## config.mk

```make
export PLATFORM = sky130hd
export DESIGN_NAME = note_sequencer
export DESIGN_NICKNAME = d
export VERILOG_FILES = /design/src/rtl/note_seq_pkg.sv /design/src/rtl/note_sequencer.sv
export SDC_FILE = /design/constraint.sdc
export NUM_CORES = 1
export LEC_CHECK = 0
export ABC_CLOCK_PERIOD_IN_PS = 1800
export BUFFER_PORTS_ARGS = -buffer_cell sky130_fd_sc_hd__buf_2
export CORE_MARGIN = 2
export CORE_UTILIZATION = 39
export CTS_CLUSTER_SIZE = 8
export DETAILED_ROUTE_END_ITERATION = 10
export GPL_TIMING_DRIVEN = 0
export PLACE_DENSITY = 0.72
export SYNTH_ARGS = -nofsm -noshare
export SYNTH_HDL_FRONTEND = slang
export SYNTH_SLANG_ARGS = --single-unit
export TNS_END_PERCENT = 100
```

## constraint.sdc

```tcl
create_clock -name clk -period 1.8 [get_ports clk]
set_clock_uncertainty 0.05 [all_clocks]
set_input_delay 0.18 -clock clk [delete_from_list [all_inputs] [get_ports clk]]
set_output_delay 0.18 -clock clk [all_outputs]
set_load 0.01 [all_outputs]
```

## src/rtl/note_seq_pkg.sv

```systemverilog
// Shared types and default widths for the note sequencer slice.
package note_seq_pkg;
    localparam int unsigned DEF_NOTE_AW = 5;
    localparam int unsigned DEF_NOTE_W  = 6;
    localparam int unsigned DEF_DUR_W   = 6;
    localparam int unsigned SONG_W      = 2;
    localparam int unsigned DEF_WORD_W  = DEF_NOTE_W + DEF_DUR_W;

    // ROM word is {note, duration}: duration in the low bits.
    localparam int unsigned DEF_DUR_LSB  = 0;
    localparam int unsigned DEF_NOTE_LSB = DEF_DUR_W;

    typedef enum logic [1:0] {
        FETCH,
        ISSUE,
        WAIT,
        END
    } seq_state_t;
endpackage

```

## src/rtl/note_sequencer.sv

```systemverilog
// Walks the selected song's ROM entries and hands each note to the player via a pulse handshake.
// Optional NOTE_SEQ_END_MARKER_EN: a duration-0 ROM word ends the song early.
module note_sequencer
    import note_seq_pkg::*;
#(
    parameter int unsigned NOTE_AW = DEF_NOTE_AW,
    parameter int unsigned NOTE_W  = DEF_NOTE_W,
    parameter int unsigned DUR_W   = DEF_DUR_W
) (
    input  logic                      clk,
    input  logic                      reset,
    input  logic                      play,
    input  logic                      reset_play,
    input  logic [SONG_W-1:0]         song,
    output logic [SONG_W+NOTE_AW-1:0] rom_addr,
    input  logic [NOTE_W+DUR_W-1:0]   rom_data,
    output logic [NOTE_W-1:0]         note,
    output logic [DUR_W-1:0]          duration,
    output logic                      new_note,
    input  logic                      note_done,
    output logic                      song_done
);
    localparam int unsigned NOTE_LSB = DUR_W;

    seq_state_t         state, state_n;
    logic [NOTE_AW-1:0] idx, idx_n;
    logic [NOTE_W-1:0]  note_n;
    logic [DUR_W-1:0]   dur_n;
    logic               new_note_n, song_done_n;
    logic               end_marker;

    assign rom_addr = {song, idx};

`ifdef NOTE_SEQ_END_MARKER_EN
    assign end_marker = (rom_data[0 +: DUR_W] == '0);
`else
    assign end_marker = 1'b0;
`endif

    always_comb begin
        state_n     = state;
        idx_n       = idx;
        note_n      = note;
        dur_n       = duration;
        new_note_n  = 1'b0;
        song_done_n = 1'b0;

        case (state)
            FETCH: if (play) state_n = ISSUE;
            ISSUE: begin
                if (play) begin
                    if (end_marker) begin
                        state_n     = END;
                        song_done_n = 1'b1;
                        idx_n       = '0;
                    end else begin
                        note_n     = rom_data[NOTE_LSB +: NOTE_W];
                        dur_n      = rom_data[0 +: DUR_W];
                        new_note_n = 1'b1;
                        state_n    = WAIT;
                    end
                end
            end
            WAIT: begin
                // End-of-song is checked before the increment so idx never wraps.
                if (note_done) begin
                    if (idx == '1) begin
                        state_n     = END;
                        song_done_n = 1'b1;
                        idx_n       = '0;
                    end else begin
                        idx_n   = idx + NOTE_AW'(1);
                        state_n = FETCH;
                    end
                end
            end
            END:     state_n = END;
            default: state_n = FETCH;
        endcase

        if (reset_play) begin
            state_n     = FETCH;
            idx_n       = '0;
            note_n      = note;
            dur_n       = duration;
            new_note_n  = 1'b0;
            song_done_n = 1'b0;
        end
    end

    always_ff @(posedge clk) begin
        if (reset) begin
            state     <= FETCH;
            idx       <= '0;
            note      <= '0;
            duration  <= '0;
            new_note  <= 1'b0;
            song_done <= 1'b0;
        end else begin
            state     <= state_n;
            idx       <= idx_n;
            note      <= note_n;
            duration  <= dur_n;
            new_note  <= new_note_n;
            song_done <= song_done_n;
        end
    end
endmodule

```

==> results of run 1 <==
state kept, by name, indices dropped and copies added, names as in the netlist:
register,flops
idx,5
song_done,1
state,2
note,6
duration,6
new_note,1
repair_timing:
item	4_1_cts	5_1_grt
gates resized for setup	2	3
pin swaps	0	0
setup endpoints to repair	2	2
buffers inserted	0	1
per-stage QoR:
| stage | std cells | setup WS [ns] |
|---|---|---|
| after floorplan | 97 | 0.06584 |
| after global placement | 161 | 0.008155 |
| after detailed placement | 161 | -0.04569 |
| after CTS | 165 | 0.02164 |
| after global routing | 166 | -0.02883 |
| final | 166 | 0.05097 |
kinds of logic after synthesis:
group	Yosys count
flip-flops	21
AO/OA/AOI/OAI	22
adder cells (fa/ha/maj)	2
AND/OR/NAND/NOR	42
multiplexers	2
buffers and inverters	7
XOR/XNOR	1
layout make-up:
class	instances	area share [%]
Sequential cell	21	38.18
Timing Repair Buffer	38	17.34
Clock buffer	4	2.365
Inverter	1	0.3378
Tap cell	27	3.041
Multi-Input combinational cell	69	35.81
Buffer	6	2.928
path summary, 6_finish.rpt:
path,to,slack (ns),depth (start not counted)
setup / recovery,idx[2]$_SDFFE_PP0P_,0.05,5
hold / removal,duration[1]$_SDFFE_PP0P_,0.04,2
setup reg to reg,idx[2]$_SDFFE_PP0P_,0.05,5
hold reg to reg,note[3]$_SDFFE_PP0P_,0.41,2
Yosys cell counts:
master,count
nand2_1,26
dfxtp_1,21
a21oi_1,17
nor2_1,5
o21ai_0,3
buf_2,2
buf_4,2
clkbuf_1,2
ha_1,2
mux2i_1,2
a211oi_1,1
a31oi_1,1
and3_1,1
and4bb_2,1
inv_1,1
nand2b_1,1
nand3_1,1
nand3b_4,1
nand4bb_1,1
nor3_1,1
or2_2,1
or3_1,1
or4_1,1
or4b_1,1
xor2_1,1
report_power, final:
group          leakage [nW]  total (mW)  internal, mW  switching (mW)
Combinational         0.325      0.0585        0.0299          0.0285
Sequential            0.170       0.473         0.469         0.00455
Clock                0.0150       0.221        0.0863           0.134
Total                 0.511       0.753         0.585           0.167
routing by layer:
metal	routed length [um]	part of all wire [%]	up-vias	track usage (%)
met3	80	4.5	4	1.786
met1	769	43	342	17.70
li1	-	-	410	-
met2	863	48	22	25.66
met4	67	3.8	0	12.16
met5	0	0	-	0
==> metrics.md, run 1 <==
| Metric | Value |
|---|---|
| Status | `finished, final reports clean` |
| Critical R2R Launch | `idx[0]$_SDFFE_PP0P_` |
| Fmax | `0.5717 GHz` |
| Mapped Area | `837.1 um2` |
| Via density | `4.687` |
| Ratio of cells with drive above 1 in the final layout | `36.69%` |
| Drt pass-1 iters | `4` |
| GR Util All Layers | `15.37%` |
| Fin nets | `161` |
| CP peak stage delay | `0.50 ns` |
| Clock Path Buffers | `2` |
| Worst path top cell family by delay | `simple AND/OR/NAND/NOR gates` |
| Static Leak | `0.5108 nW` |
| Slew @ Worst Pin | `0.3796 ns` |
| Synth Area in XOR/XNOR | `1.046%` |
| Initial antenna violation count | `0` |
| Crit Path Category | `reg -> reg` |
| Final Cycle Share | `97.17%` |
| Power after layout | `0.7526 mW` |
| TritonCTS sink count | `21` |
| Post-synth top area share | `50.22%` |
| Crit end category | `flip-flop` |
| WL final | `1.780 mm` |
| Seq. cell area | `424.2 um2` |
| Cell row count | `16` |
| Ys Warns | `0` |
| Slew margin rel. | `74.69%` |
| Setup TNS | `0 ns` |
| Post-layout minimum cycle time | `1.749 ns` |
| Fill cells | `200` |
| Number of port buffers | `37` |
| Synthesized area per cell | `8.629 um2` |
| Total of max-cap violations | `0` |
| Largest family of logic cells by synthesized area | `simple AND/OR/NAND/NOR gates` |
| Detailed Place HPWL | `1.327 mm` |
| Root Driver | `clkbuf_4` |
| Critical path peak fanout | `8` |
| Worst EP required | `1.99 ns` |
| Multiplexer share of the synthesized area | `2.392%` |
| Pwr/cell area | `677.3 nW/um2` |
| Register area share after synthesis | `50.22%` |
| Gpl congestion | `0.6740` |
| Overflow left after global routing | `0` |
| IR drop worst, VDD | `0.3753 mV` |
| Hold Startpoint | `reset` |
| Vias in the first global route | `688` |
| Final Cell Area | `1111 um2` |
| Most common cell after layout, fill and taps aside | `buf_2` |
| Crit path from | `idx[0]$_SDFFE_PP0P_` |
| ANT cells | `0` |
| Bufs and invs on worst path | `0` |
| Num ports | `40` |
| P&R area growth vs syn | `32.74%` |
| Htree depth | `1` |
| DIE AREA | `2533 um2` |
| Final Setup Violations | `0` |
| Startpoint Class | `flip-flop` |
| Largest net degree at the start of global routing | `12` |
| CP max stage cell | `or4b_1` |
| Die Y | `50.33 um` |
| Hold Violations, Final | `0` |
| Post-synthesis cell type count | `25` |
| Commonest cells after routing, fill and taps aside | `39 x buf_2, 26 x nand2_1, 20 x dfxtp_1, 17 x a21oi_1, 5 x nor2_1` |
| Post-Synth Simple-Gate Area | `25.41%` |
| Ranking of synthesized cells by area | `dfxtp_1 50%, nand2_1 12%, a21oi_1 10%` |
| CP cell instances | `ha_1, and3_4, ha_4, or4b_1, a21oi_1` |
| Final Max Tran Viols | `0` |
| Iter 0 DRT Violations | `10` |
| Cells after Synth | `97` |
| Post-Syn Nets | `118` |
| Post-route ant nets | `0` |
| Clock-pin slew on the worst setup and hold paths | `0.11 ns` |
| Hold_ws | `0.03590 ns` |
| Worst skew pair latency | `0.30 ns` |
| Total via count in the routed design | `778` |
| Post-synthesis compound-gate area fraction | `13.60%` |
| Wire per inst | `10.72 um` |
| Worst min-delay path category | `in -> reg` |
| Core Util, Final | `55.50%` |
| Starting Density | `41.81%` |
| DP Area | `1056 um2` |
| Adder-Cell Fraction of Synth Area | `2.990%` |
| CORE AREA | `2002 um2` |
| Inserted Clock Buffers | `3` |
| CTS tree | `yes` |
| Die Width | `50.33 um` |
| # DRC | `0` |
| Multi-input gate area | `397.9 um2` |
| Synthesized flop and latch total | `21` |
| First-pass GRT wire length | `2.884 mm` |
| Largest area contributor in the netlist | `dfxtp_1` |
| WP data arrival | `1.94 ns` |
| # hold bufs at CTS | `0` |
Note: power is estimated with default switching activity, not from simulation.
==> inputs of run 2 (changes only) <==
--- a/config.mk
+++ b/config.mk
@@ -8,11 +8,11 @@
 export ABC_CLOCK_PERIOD_IN_PS = 1800
 export BUFFER_PORTS_ARGS = -buffer_cell sky130_fd_sc_hd__buf_2
 export CORE_MARGIN = 2
-export CORE_UTILIZATION = 39
+export CORE_UTILIZATION = 35
 export CTS_CLUSTER_SIZE = 8
 export DETAILED_ROUTE_END_ITERATION = 10
 export GPL_TIMING_DRIVEN = 0
-export PLACE_DENSITY = 0.72
+export PLACE_DENSITY = 0.66
 export SYNTH_ARGS = -nofsm -noshare
 export SYNTH_HDL_FRONTEND = slang
 export SYNTH_SLANG_ARGS = --single-unit
==> run 2 against run 1 <==
Net effect: count of clock-buffer cells in the layout down 1; register-to-register slack better by 0.02 ns; non-clock buffer count unchanged; via count down 0.77%; utilization down 5.0 points; routed wire length up 1.3%; cell count up 0.60%; critical endpoint is now idx[3]$_SDFFE_PP0P_; largest power group unchanged; highest routed layer unchanged.
==> metrics.md, run 2 (synthesis results as in run 1) <==
| Metric | Value |
|---|---|
| Drt pass-1 iters | `4` |
| Via density | `4.623` |
| IR drop worst, VDD | `0.4331 mV` |
| Slew @ Worst Pin | `0.4400 ns` |
| Slew margin rel. | `70.67%` |
| Critical path peak fanout | `8` |
| Crit end category | `flip-flop` |
| Num ports | `40` |
| Registers with the most flip-flops | `duration x6, note x6, idx x5` |
| TritonCTS sink count | `21` |
| Placed cell count | `162` |
| # DRC | `0` |
| Largest net degree at the start of global routing | `13` |
| Hold Violations, Final | `0` |
| Reg power frac | `62.4%` |
| Inserted Clock Buffers | `3` |
| Worst r2r path cells | `5` |
| P&R area growth vs syn | `34.83%` |
| Detailed Place HPWL | `1.310 mm` |
| Overflow left after global routing | `0` |
| Final Cycle Share | `96.17%` |
| Die Y | `52.91 um` |
| Hold Startpoint | `reset` |
| Post-layout minimum cycle time | `1.731 ns` |
| Root Driver | `clkbuf_4` |
| Crit Path Category | `reg -> reg` |
| Final Non-Filler Cells | `167` |
| Clk network pwr share | `29.7%` |
| GR Util All Layers | `13.85%` |
| Startpoint Class | `flip-flop` |
| Switching part of the total | `23.34%` |
| DP Area | `1057 um2` |
| DIE AREA | `2799 um2` |
| Pwr/cell area | `672.2 nW/um2` |
| CTS tree | `yes` |
| Fmax | `0.5777 GHz` |
| Die Width | `52.91 um` |
| Initial antenna violation count | `0` |
| Core Util, Final | `50.53%` |
| RSZ-0062 raised after global routing | `no` |
| Status | `finished, final reports clean` |
| Worst skew pair latency | `0.30 ns` |
| Final Setup Violations | `0` |
| Htree depth | `1` |
| Static Leak | `0.5168 nW` |
| Total via count in the routed design | `772` |
| WL final | `1.803 mm` |
| Commonest cells after routing, fill and taps aside | `39 x buf_2, 26 x nand2_1, 20 x dfxtp_1, 15 x a21oi_1, 5 x nor2_1` |
| Ratio of cells with drive above 1 in the final layout | `40.29%` |
| WP data arrival | `1.92 ns` |
| Total of max-cap violations | `0` |
| Gpl congestion | `0.6976` |
| # hold bufs at CTS | `0` |
| Hold depth | `2` |
| Wire per inst | `10.80 um` |
| ANT cells | `0` |
| Most common cell after layout, fill and taps aside | `buf_2` |
| Worst min-delay path category | `in -> reg` |
| Combinational share of power | `7.8%` |
| Number of port buffers | `37` |
| Cell row count | `17` |
| Final Cell Area | `1129 um2` |
| CORE AREA | `2233 um2` |
| Worst EP required | `1.99 ns` |
| Final Max Tran Viols | `0` |
| Psw | `0.1771 mW` |
| FF-to-FF End | `idx[3]$_SDFFE_PP0P_` |
| WHS Endpoint | `duration[2]$_SDFFE_PP0P_` |
| Critical R2R Launch | `idx[0]$_SDFFE_PP0P_` |
| Vias in the first global route | `672` |
| Clock Path Buffers | `2` |
| Post-route ant nets | `0` |
| Starting Density | `37.48%` |
| Iter 0 DRT Violations | `6` |
| Flop2flop setup slack | `0.07 ns` |
| Clock-pin slew on the worst setup and hold paths | `0.12 ns` |
| First-pass GRT wire length | `2.863 mm` |
| Fin nets | `161` |
| Int Power | `0.5816 mW` |
| Fill cells | `217` |
[run 2: what timing repair did]
item / in CTS / in global routing
setup buffers: 0 / 1
pin swaps: 0 / 1
gates resized for setup: 1 / 8
gates cloned: 0 / 0
setup endpoints to repair: 2 / 2
[run 2: worst max-delay path by stage]
stage	start	endpoint	slack, ns	depth (start not counted)
floorplan	idx[0]$_SDFFE_PP0P_	idx[3]$_SDFFE_PP0P_	0.07	5
global placement	idx[0]$_SDFFE_PP0P_	idx[2]$_SDFFE_PP0P_	0.02	5
detailed placement	idx[0]$_SDFFE_PP0P_	idx[2]$_SDFFE_PP0P_	-0.02	5
CTS	idx[0]$_SDFFE_PP0P_	idx[2]$_SDFFE_PP0P_	0.005	5
global route	idx[0]$_SDFFE_PP0P_	idx[3]$_SDFFE_PP0P_	0.02	5
finish	idx[0]$_SDFFE_PP0P_	idx[3]$_SDFFE_PP0P_	0.07	5
[run 2: routing by layer]
| metal | wire [um] | part of all wire, % | up-vias | GRT usage [%] |
|---|---|---|---|---|
| li1 | - | - | 410 | - |
| met1 | 810 | 45 | 343 | 18.76 |
| met2 | 906 | 50 | 17 | 21.25 |
| met3 | 73 | 4.0 | 2 | 2.542 |
| met4 | 13 | 0.72 | 0 | 6.410 |
| met5 | 0 | 0 | - | 0 |
[run 2: layout make-up]
cell class / instances / area [um2] / share of cell area (%)
plain buffers: 6 / 32.53 / 2.882
clock buffers: 3 / 22.52 / 1.996
clock inverters: 1 / 5.005 / 0.4435
inverters: 1 / 3.754 / 0.3326
multi-input cells: 69 / 412.9 / 36.59
flip-flops and latches: 21 / 424.2 / 37.58
well taps: 28 / 35.03 / 3.104
repair buffers: 38 / 192.7 / 17.07
[run 2: critical path, stage by stage, from the launching register on]
cell	delay, ns
dfxtp_4	0.38
ha_1	0.22
and3_4	0.20
ha_4	0.18
or4_4	0.51
a21oi_2	0.13
[run 2: metrics by stage]
step	setup WS (ns)	TNS [ns]	hold WS [ns]	power [mW]
finish	0.06900	0	0.03312	0.7587
global route	0.02382	0	0.02403	0.7986
CTS	0.004682	0	0.02765	0.7722
detailed placement	-0.02286	-0.03691	0.3620	0.5452
global placement	0.01941	0	0.3480	0.5426
floorplan	0.06584	0	0.1991	0.5131
[run 2: power by group through the flow]
| stage | combinational (mW) | sequential, mW | clock, mW |
|---|---|---|---|
| global placement | 0.0575 | 0.485 | 0 |
| detailed placement | 0.0597 | 0.486 | 0 |
| CTS | 0.0598 | 0.475 | 0.237 |
| floorplan | 0.0260 | 0.487 | 0 |
| global route | 0.0659 | 0.475 | 0.258 |
| finish | 0.0595 | 0.474 | 0.226 |
==> inputs of run 3 (changes only) <==
--- a/config.mk
+++ b/config.mk
@@ -5,14 +5,12 @@
 export SDC_FILE = /design/constraint.sdc
 export NUM_CORES = 1
 export LEC_CHECK = 0
-export ABC_CLOCK_PERIOD_IN_PS = 1800
 export BUFFER_PORTS_ARGS = -buffer_cell sky130_fd_sc_hd__buf_2
 export CORE_MARGIN = 2
 export CORE_UTILIZATION = 35
 export CTS_CLUSTER_SIZE = 8
 export DETAILED_ROUTE_END_ITERATION = 10
 export GPL_TIMING_DRIVEN = 0
-export PLACE_DENSITY = 0.66
 export SYNTH_ARGS = -nofsm -noshare
 export SYNTH_HDL_FRONTEND = slang
 export SYNTH_SLANG_ARGS = --single-unit
==> constraint.sdc (replaced) <==
create_clock -name clk -period 2.1 [get_ports clk]
set_clock_uncertainty 0.05 [all_clocks]
set_input_delay 0.21 -clock clk [delete_from_list [all_inputs] [get_ports clk]]
set_output_delay 0.21 -clock clk [all_outputs]
set_load 0.01 [all_outputs]
==> run 3 against run 2 <==
Net effect: fmax down 6.3%; critical path type unchanged; routed wire length down 1.7%; first-iteration DRC count up 33%; highest routed layer unchanged.
==> metrics.md, run 3 (synthesis results as in run 1) <==
| Metric | Value |
|---|---|
| Static Leak | `0.5123 nW` |
| Post-route ant nets | `0` |
| Slew @ Worst Pin | `0.4365 ns` |
| Overflow left after global routing | `0` |
| ANT cells | `0` |
| Int Power | `0.4996 mW` |
| Largest net degree at the start of global routing | `13` |
| IR drop worst, VDD | `0.3910 mV` |
| FF-to-FF End | `idx[2]$_SDFFE_PP0P_` |
| Htree depth | `1` |
| Vias in the first global route | `657` |
| Cell row count | `17` |
| Worst skew pair latency | `0.29 ns` |
| Wire per inst | `10.67 um` |
| Reg power frac | `62.8%` |
| Clk network pwr share | `29.4%` |
| Detailed Place HPWL | `1.337 mm` |
| Die Y | `52.91 um` |
| WP data arrival | `2.03 ns` |
| Psw | `0.1485 mW` |
| Fin nets | `160` |
| Gpl congestion | `0.7455` |
| Crit end category | `flip-flop` |
| Registers with the most flip-flops | `duration x6, note x6, idx x5` |
| Power after layout | `0.6481 mW` |
| Commonest cells after routing, fill and taps aside | `39 x buf_2, 26 x nand2_1, 21 x dfxtp_1, 17 x a21oi_1, 5 x nor2_1` |
| Pwr/cell area | `597.4 nW/um2` |
| Critical R2R Launch | `idx[0]$_SDFFE_PP0P_` |
| GR Util All Layers | `13.80%` |
| Via density | `4.663` |
| # Post-CTS Setup Buffers | `0` |
| TritonCTS sink count | `21` |
| Number of port buffers | `37` |
| Final Cycle Share | `87.96%` |
| First-pass GRT wire length | `2.842 mm` |
| P&R area growth vs syn | `29.60%` |
| # hold bufs at CTS | `0` |
| DIE AREA | `2799 um2` |
| Num ports | `40` |
| WL final | `1.772 mm` |
| Worst r2r path cells | `5` |
| Final Setup Violations | `0` |
| Initial antenna violation count | `0` |
| Inserted Clock Buffers | `3` |
| Fmax | `0.5414 GHz` |
| Combinational share of power | `7.7%` |
| Worst Setup EP | `idx[2]$_SDFFE_PP0P_` |
| CTS tree | `yes` |
| Total of max-cap violations | `0` |
| Post-CTS Resized | `0` |
| Iter 0 DRT Violations | `8` |
| Hold_ws | `0.06653 ns` |
| Worst min-delay path category | `in -> reg` |
| Final Max Tran Viols | `0` |
| CORE AREA | `2233 um2` |
| Clock Path Buffers | `2` |
| RSZ-0062 raised after global routing | `no` |
| Hold Violations, Final | `0` |
| Startpoint Class | `flip-flop` |
| Crit path from | `idx[0]$_SDFFE_PP0P_` |
| Die Width | `52.91 um` |
| Total via count in the routed design | `774` |
| Post-layout minimum cycle time | `1.847 ns` |
| Switching part of the total | `22.91%` |
| Most common cell after layout, fill and taps aside | `buf_2` |
| Clock-pin slew on the worst setup and hold paths | `0.12 ns` |
| Crit Path Category | `reg -> reg` |
| Flop2flop setup slack | `0.25 ns` |
| Slew margin rel. | `70.90%` |
| Hold Startpoint | `reset` |
| # DRC | `0` |
| Starting Density | `37.48%` |
| Critical path peak fanout | `8` |
| Drt pass-1 iters | `4` |
| Setup TNS | `0 ns` |
| Status | `finished, final reports clean` |
| Worst EP required | `2.28 ns` |
| Ratio of cells with drive above 1 in the final layout | `34.78%` |
| Root Driver | `clkbuf_4` |
-- run 3: power by group through the flow --
stage | logic, mW | registers (mW) | clock network, mW
after floorplan | 0.0223 | 0.418 | 0
after CTS | 0.0504 | 0.407 | 0.201
after global routing | 0.0560 | 0.408 | 0.214
final | 0.0501 | 0.407 | 0.191
after detailed placement | 0.0503 | 0.416 | 0
after global placement | 0.0498 | 0.416 | 0
-- run 3: cell type report --
class,count,area (um2)
timing repair buffer,37,185.2
buffer,6,32.53
sequential,21,420.4
clock buffer,3,22.52
multi-input combinational,69,380.4
inverter,1,3.754
fill,227,1149
clock inverter,1,5.005
tap,28,35.03
-- run 3: worst min path at each step --
stage                     slack (ns)  depth (start not counted)                       end
after floorplan                 0.23                          1  duration[0]$_SDFFE_PP0P_
after global placement          0.38                          2  duration[0]$_SDFFE_PP0P_
after detailed placement        0.39                          2  duration[2]$_SDFFE_PP0P_
after CTS                       0.06                          2  duration[0]$_SDFFE_PP0P_
after global routing            0.05                          2  duration[1]$_SDFFE_PP0P_
final                           0.07                          2  duration[0]$_SDFFE_PP0P_
-- run 3: metrics by stage --
step	instance area (um2)	instances	setup slack [ns]	util (%)
after floorplan	837.1	97	0.3658	-
after global placement	1057	162	0.3048	47.34
after detailed placement	1057	162	0.2723	47.34
after CTS	1085	166	0.2387	48.57
after global routing	1085	166	0.1134	48.57
final	1085	166	0.2528	48.57
-- run 3: worst max-delay path, stage by stage (launching register included) --
cell     delay [ns]
dfxtp_1        0.37
ha_1           0.24
and3_1         0.19
ha_1           0.27
or4b_1         0.52
a21oi_1        0.14
-- run 3: per-layer routing --
layer  share of wire [%]  routed length [um]  GRT usage [%]
met4                0.73                  13          6.410
met3                 4.1                  73          2.260
met5                   0                   0              0
met2                  50                 880          23.13
met1                  45                 804          17.16
